### config.mk
export PLATFORM = sky130hd
export DESIGN_NAME = thermo_decoder
export DESIGN_NICKNAME = d
export VERILOG_FILES = /design/src/rtl/thermo_decoder.sv
export SDC_FILE = /design/constraint.sdc
export NUM_CORES = 1
export LEC_CHECK = 0
export ABC_CLOCK_PERIOD_IN_PS = 6400
export CAP_MARGIN = 20
export CORE_ASPECT_RATIO = 0.9
export CORE_UTILIZATION = 49
export CTS_CLUSTER_SIZE = 8
export DETAILED_ROUTE_END_ITERATION = 12
export GPL_TIMING_DRIVEN = 0
export PLACE_DENSITY = 0.85
export SYNTH_ARGS = -nofsm -noshare
export SYNTH_HDL_FRONTEND = slang
export SYNTH_SLANG_ARGS = --single-unit
### constraint.sdc
create_clock -name clk -period 6.4 [get_ports clk]
set_clock_uncertainty 0.15 [all_clocks]
set_input_delay 1.28 -clock clk [delete_from_list [all_inputs] [get_ports clk]]
set_output_delay 1.28 -clock clk [all_outputs]
set_load 0.02 [all_outputs]
### src/rtl/thermo_decoder.sv
// thermo_decoder
//   Receiving end of the thermometer-code path. It decodes a 15-bit
//   thermometer word (value N is carried as bits [N-1:0] set) back into a
//   4-bit binary count.
//   Pipeline: stage 1 registers the word's popcount and its legality.
//   Stage 2 registers the outputs. Valid input is 2 cycles from valid output.
//   An illegal (bubbled) word is flagged on code_err. It is also counted in
//   a saturating error counter and latched in a sticky flag. Its count
//   repeats the last good value.
//
//   Optional build macro THERMO_BUBBLE_CORRECT_EN:
//     defined   - an illegal word is corrected to its popcount, and
//                 last-good follows that popcount. The error flagging is
//                 unchanged.
//     undefined - an illegal word repeats the last good count.
//
// Parameters
//   ERR_CNT_W   width of the saturating invalid-code counter (1..16)
//
// Ports
//   clk         system clock, rising edge
//   reset       synchronous active-low reset
//   thermo_in   15-bit thermometer word
//   valid_in    thermo_in qualifier, sampled every cycle
//   clear_err   synchronous clear of err_sticky / err_count
//   count       decoded binary count (held while valid_out=0)
//   valid_out   one pulse per accepted input, 2 cycles later
//   code_err    current output came from an illegal word (with valid_out)
//   err_sticky  any illegal word since last clear/reset
//   err_count   number of illegal words, saturating at all-ones
module thermo_decoder #(
   parameter int ERR_CNT_W = 8
) (
   input  logic                 clk,
   input  logic                 reset,
   input  logic [14:0]          thermo_in,
   input  logic                 valid_in,
   input  logic                 clear_err,
   output logic [3:0]           count,
   output logic                 valid_out,
   output logic                 code_err,
   output logic                 err_sticky,
   output logic [ERR_CNT_W-1:0] err_count
);

   localparam int STAGES = 2;

   // Stage-1 payload. The qualifier travels separately in vld_pipe.
   typedef struct packed {
      logic [3:0] ones;
      logic       legal;
   } s1_t;

   function automatic logic [3:0] popcnt15(input logic [14:0] v);
      logic [3:0] s;
      s = '0;
      for (int i = 0; i < 15; i++) s = s + {3'b000, v[i]};
      return s;
   endfunction

   logic [STAGES-1:0] vld_pipe;   // [0]: stage-1 valid, [1]: output valid
   s1_t               s1_q;
   s1_t               s1_d;
   logic [3:0]        in_ones;
   logic [3:0]        last_good;
   logic [3:0]        bad_count;
   logic              err_hit;

   // A legal word is a run of ones from bit 0. The all-ones word shifted
   // left by the popcount leaves zeros exactly where those ones should be.
   // For ones=15 the shift empties the word, so its complement is 7FFF.
   always_comb begin
      in_ones     = popcnt15(thermo_in);
      s1_d        = '0;
      s1_d.ones   = in_ones;
      s1_d.legal  = (thermo_in == ~(15'h7FFF << in_ones));
   end

   // Value presented for an illegal word.
`ifdef THERMO_BUBBLE_CORRECT_EN
   assign bad_count = s1_q.ones;
`else
   assign bad_count = last_good;
`endif

   assign err_hit = vld_pipe[0] & ~s1_q.legal;

   // Stage 1 and valid pipeline
   always_ff @(posedge clk) begin
      if (!reset) begin
         vld_pipe <= '0;
         s1_q     <= '0;
      end else begin
         vld_pipe <= {vld_pipe[STAGES-2:0], valid_in};
         s1_q     <= s1_d;
      end
   end

   assign valid_out = vld_pipe[STAGES-1];

   // Stage 2: decoded outputs and last-good tracking
   always_ff @(posedge clk) begin
      if (!reset) begin
         count     <= '0;
         code_err  <= 1'b0;
         last_good <= '0;
      end else if (vld_pipe[0]) begin
         if (s1_q.legal) begin
            count     <= s1_q.ones;
            code_err  <= 1'b0;
            last_good <= s1_q.ones;
         end else begin
            count     <= bad_count;
            code_err  <= 1'b1;
            last_good <= bad_count;
         end
      end else begin
         code_err <= 1'b0;          // count holds across bubbles
      end
   end

   // Error accounting. A clear and a coincident error leave a count of one:
   // the clear is applied first, then the new error is counted.
   always_ff @(posedge clk) begin
      if (!reset) begin
         err_sticky <= 1'b0;
         err_count  <= '0;
      end else if (clear_err) begin
         err_sticky <= err_hit;
         err_count  <= err_hit ? ERR_CNT_W'(1) : '0;
      end else if (err_hit) begin
         err_sticky <= 1'b1;
         if (err_count != '1) err_count <= err_count + ERR_CNT_W'(1);
      end
   end

endmodule

==> results.cfg <==
[die]
ios = 34
initial_utilization = 0.520
dieArea_sq_mm = 0.00314
num_rows = 18
core_sq_mm = 0.00275
fp.dieH_microns = 53.3
die_w_microns = 58.9

[worst_setup_path]
crit_chain = clkdlybuf4s50_1 -> inv_1 -> fa_1 -> inv_1 -> fa_1 -> fa_1 -> inv_1 -> fa_1 -> inv_1 -> fa_2 -> fa_2 -> clkbuf_4 -> inv_2 -> or3_1 -> nand2_1 -> a32oi_1 -> or3_1 -> nor4_2
worstPathRequired_ns = 6.47
critical_path.slowest_cell = fa_2
cp_max_fo = 10
reg2reg_depth = 5
path_class = in2reg
rr_startpoint = err_count[0]$_SDFFE_PN0P_
r2r-end = err_count[5]$_SDFFE_PN0P_
crit_family = adder cells
crit_buf_inv = 7
crit_path_start_kind = primary input
cp.arrival_ns = 6.27
end_kind = flop
slowest_delay_ns = 0.53
r2r_slack_ns = 4.29

[power]
finalPower_mw = 0.627
p_leak_nw = 0.732
p_per_area_mw_per_mm2 = 336
worst_ir_drop_vdd_v = 0.000238

[synthesis]
yosysTopAreaCell = dfxtp_1
yosys_register_bits = 21
ys_top_cells_by_area = dfxtp_1, fa_1, inv_1, nand2_1, nor2_1
ys_types = 42
yosysWarningCount = 0
synth_nets = 204
netlist_instances = 172
synth_area_per_cell_sq_um = 8.31
synth_top_area_frac = 0.294
async_flop_share = 0
yosysSeqAreaShare = 0.294
synth_edf_count = 0
syn-cell-area_sq_mm = 0.00143
synth_ff_type = dfxtp_1

[cells_and_area]
fin_nets = 242
areaGrowthSynthToFinish_pct = 30.4
final_area_sq_mm = 0.00186
drive_gt1_frac = 0.0622
nFillCells = 234
diodes = 0
post-route-util = 0.679

[run]
cap_violations = 0

[clock_network]
cts_buffers = 3
htreeDepth = 1
cts_tree = yes
cts_sinks = 21
clk_pin_slew_worst_paths_ns = 0.12
clock_path_buffers = 2
clockRootBuffer = clkbuf_4
clock_latency_ns = 0.29

[global_route]
grt_antenna_before_repair = 0
grt_pass1_wl_microns = 5240
grt-ovfl-total = 0
grt_max_degree = 12
grt_usage = 0.221
grt_pass1_vias = 1284

[drt]
post_drt_wl_per_cell_microns = 12.4
ant_nets = 0
wirelength_microns = 3090
vias_per_cell = 5.43
vias = 1351
drc_errors = 0
drt-initial-drc-count = 40
firstDrtPassIters = 4

[sta]
rsz0062_at_grt = false
hold_viol = 0
period_share = 0.970
slew_headroom = 0.671
hold_slack_ns = 0.315
finalSetupViolations = 0
min_period_ns = 6.21
fmax_ghz = 0.161
maxSlewViolCount = 0
tightestPinTransition_ns = 0.487

[min_path]
hold_end = err_sticky$_SDFFE_PN0P_
hold_depth = 2
hold_path_class = reg2reg
hp-start = err_sticky$_SDFFE_PN0P_

[placement]
io_buffer_count = 33
placed_cell_area_sq_mm = 0.00181
dp_hpwl_microns = 2550
place_congestion = 0.888

[run_status]
status = complete, no violations
==> flip-flops by register name (all words and copies together), names as in the netlist <==
register / count
vld_pipe: 2
code_err: 1
err_count: 8
err_sticky: 1
s1_q: 5
bad_count: 4
==> worst max path at each step <==
stage | startpoint | cells after the start | endpoint
CTS | thermo_in[0] | 18 | s1_q[0]$_SDFF_PN0_
global placement | thermo_in[0] | 18 | s1_q[0]$_SDFF_PN0_
floorplan | thermo_in[0] | 17 | s1_q[0]$_SDFF_PN0_
detailed placement | thermo_in[0] | 18 | s1_q[0]$_SDFF_PN0_
finish | thermo_in[3] | 18 | s1_q[0]$_SDFF_PN0_
global route | thermo_in[3] | 18 | s1_q[0]$_SDFF_PN0_
==> where the power goes <==
| group | switching (mW) | internal, mW |
|---|---|---|
| clock network | 0.0370 | 0.0242 |
| logic | 0.250 | 0.168 |
| registers | 0.00413 | 0.143 |
| total | 0.292 | 0.336 |
==> placed cells by master (no fill, tap or decap), types with 5 or more instances in the layout <==
master	instances
a21boi_0	5
nand2_1	18
nor2_1	12
nand3_1	8
fa_1	8
clkdlybuf4s50_1	31
a21oi_1	7
o21ai_0	7
and2_1	7
nor3_1	6
dfxtp_1	21
inv_1	19
==> layout make-up <==
class	count	area, sq um	share of cell area
multi-input cells	126	931	0.499
flip-flops and latches	21	420	0.226
repair buffers	33	335	0.180
inverters	20	75.1	0.0403
well taps	40	50.0	0.0268
clock buffers	4	26.3	0.0141
plain buffers	5	26.3	0.0141
==> cells in the mapped netlist, types with 2 or more instances <==
cell type and instances:
dfxtp_1 21, inv_1 19, nand2_1 18, nor2_1 12, fa_1 10, nand3_1 8, a21oi_1 7, and2_1 7
o21ai_0 7, nor3_1 6, a21boi_0 5, xor2_1 5, a21o_1 3, ha_1 3, nand2b_1 3, nand4_1 3
or3_1 3, a32oi_1 2, a41oi_1 2, and4_1 2, clkbuf_1 2, nor2b_1 2, o31ai_1 2, xnor2_1 2
==> metrics by stage <==
step                std cells  TNS [ns]  worst slack (ns)
finish                    249         0             0.194
global route              249         0            0.0430
detailed placement        245    -0.283            -0.283
global placement          245    -0.185            -0.185
floorplan                 172         0             0.569
CTS                       249         0            0.0224
==> what timing repair did <==
action	in CTS	in global routing
resized for setup	0	7
setup endpoints to repair	0	1
setup buffers	0	0
hold buffers	0	0
==> metal layers <==
| layer | vias up | track usage | part of all wire |
|---|---|---|---|
| met5 | - | 0 | 0 |
| met4 | 0 | 0.0754 | 0.011 |
| met3 | 4 | 0.0440 | 0.058 |
| met2 | 44 | 0.394 | 0.49 |
| met1 | 637 | 0.264 | 0.44 |
| li1 | 666 | - | - |
==> kinds of logic after synthesis <==
group | synth area share
flip-flops | 0.294
AO/OA/AOI/OAI | 0.172
buffers and inverters | 0.0691
multiplexers | 0.00700
XOR/XNOR | 0.0429
AND/OR/NAND/NOR | 0.248
adder cells (fa/ha/maj) | 0.166
==> worst min-delay path, delay by kind of cell (launching register included) <==
family	cells	cell delay, ns
flops	1	0.33
compound gates	1	0.06
buf+inv	1	0.04
No activity file was read; power rests on OpenSTA's default activity.
==> patch (same flow settings) <==
Add an input register stage for `thermo_in`, `valid_in` and `clear_err`, with the module's reset; this delays them by one clock. Comments in the files are not updated.
--- a/src/rtl/thermo_decoder.sv
+++ b/src/rtl/thermo_decoder.sv
@@ -51,6 +51,22 @@
       logic       legal;
    } s1_t;
 
+   logic [14:0] thermo_q;
+   logic valid_q;
+   logic clear_err_q;
+
+   always_ff @(posedge clk) begin
+      if (!reset) begin
+         thermo_q    <= '0;
+         valid_q     <= '0;
+         clear_err_q <= '0;
+      end else begin
+         thermo_q    <= thermo_in;
+         valid_q     <= valid_in;
+         clear_err_q <= clear_err;
+      end
+   end
+
    function automatic logic [3:0] popcnt15(input logic [14:0] v);
       logic [3:0] s;
       s = '0;
@@ -70,10 +86,10 @@
    // left by the popcount leaves zeros exactly where those ones should be.
    // For ones=15 the shift empties the word, so its complement is 7FFF.
    always_comb begin
-      in_ones     = popcnt15(thermo_in);
+      in_ones     = popcnt15(thermo_q);
       s1_d        = '0;
       s1_d.ones   = in_ones;
-      s1_d.legal  = (thermo_in == ~(15'h7FFF << in_ones));
+      s1_d.legal  = (thermo_q == ~(15'h7FFF << in_ones));
    end
 
    // Value presented for an illegal word.
@@ -91,7 +107,7 @@
          vld_pipe <= '0;
          s1_q     <= '0;
       end else begin
-         vld_pipe <= {vld_pipe[STAGES-2:0], valid_in};
+         vld_pipe <= {vld_pipe[STAGES-2:0], valid_q};
          s1_q     <= s1_d;
       end
    end
@@ -125,7 +141,7 @@
       if (!reset) begin
          err_sticky <= 1'b0;
          err_count  <= '0;
-      end else if (clear_err) begin
+      end else if (clear_err_q) begin
          err_sticky <= err_hit;
          err_count  <= err_hit ? ERR_CNT_W'(1) : '0;
       end else if (err_hit) begin
Check against the original RTL: not equivalent (a bounded check fails within 4 cycles, from zero or initial values and one cycle with reset low).
==> patch against the unedited design <==
Combinational power decreased by 27%. Power increased by 18%. Wire length increased by 17%. Fmax up 12%. Area after synthesis rose by 33%. Sequential cell count increased by 17. Setup slack improved by 690 ps. Design area rose by 28%.
==> patch: results (changes against the unedited design) <==
hold-worst-slack_ps: 311.4  # -3.899 ps
place_area_mm2: 0.002296  # +27%
buffers: 41  # +7.9%
final_layout_size_suffix_gt1_share_pct: 6.148  # -0.073 points
postLayoutCoreUtil_pct: 64.08  # -3.8 points
whs_endpoint: "bad_count[2]$_SDFFE_PN0P_"
yosys-top-cells-count: "dfxtp_1 (38), and2_1 (24), inv_1 (19)"
critical_path_class: "reg -> reg"
vias_per_cell: 5.228  # -3.7%
clock-root-buffer: "clkbuf_8"
vias: 1516  # +12%
ys_seq_area_share_pct: 39.87  # +10 points
leakagePower_nw: 0.9076  # +24%
r2r_cells: 15  # +10
clk-power_w: 0.000169  # +180%
num-multi-input-gates: 138  # +9.5%
power_w: 0.0007381  # +18%
multi_input_area_mm2: 0.001036  # +11%
startpoint: "thermo_q[0]$_SDFF_PN0_"
max-slew-margin-rel_pct: 58.60  # -8.5 points
cts_buffers: 5  # +2
row_count: 21  # +3
bufAreaShareNonClock_pct: 15.49  # -3.9 points
holdCritStartpoint: "s1_q[3]$_SDFF_PN0_"
synthDistinctLibCells: 43  # +2.4%
grt_first_pass_wirelength_mm: 5.996  # +14%
clock_sinks: 38  # +81%
clk_share_pct: 3.977  # +2.6 points
htreeDepth: 2  # +1
r2r-end: "s1_q[0]$_SDFF_PN0_"
clk_pin_slew_ps: 70  # -50 ps
fillers: 331  # +41%
outcome: "completed"
vdd_ir_drop_max_mv: 0.2820  # +19%
dp_cells: 282  # +15%
place_hpwl_mm: 2.776  # +8.7%
synth.top_cells.by_area: "dfxtp_1 (40%), fa_1 (10%), and2_1 (7.9%), inv_1 (3.7%), nand3_1 (2.4%)"
r2r_setup_slack_ps: 880  # -3410 ps
grt_pass1_vias: 1320  # +2.8%
cp.arrival_ps: 5550  # -720 ps
totalWireLength_mm: 3.634  # +17%
critPathMaxFanout: 6  # -4
synth_fp_nets: 235  # +15%
critical_path.max_stage_delay_ps: 550  # +20 ps
inv_count: 19  # -5.0%
-- patch: cell types whose count changed after synthesis, moves of 2 or more --
cell,before,now
and2_1,7,24
dfxtp_1,21,38
nand2_1,18,12
a21o_1,3,0
o21ai_0,7,4
xnor2_1,2,5
a21oi_1,7,5
a32oi_1,2,0
clkbuf_1,2,4
mux2i_1,1,3
nand4b_1,0,2
o31ai_1,2,0
-- patch: logic make-up (layout without fill, tap and decap cells) --
logic type	Yosys count	after routing	share of synthesized area, %
and+or+nand+nor	82	82	23.87
DFF	38	38	39.87
AOI/OAI and AO/OA	31	31	12.26
buffers and inverters	27	68	5.836
adders and majority gates	13	13	12.46
xor gates and xnor gates	9	9	4.131
muxes	3	3	1.574
-- patch: layer usage --
layer,vias to the layer above,track usage [%],wire (um)
li1,767,-,-
met1,696,25.52,1701
met2,48,32.39,1721
met3,5,4.444,176
met4,0,7.143,34
met5,-,0,0
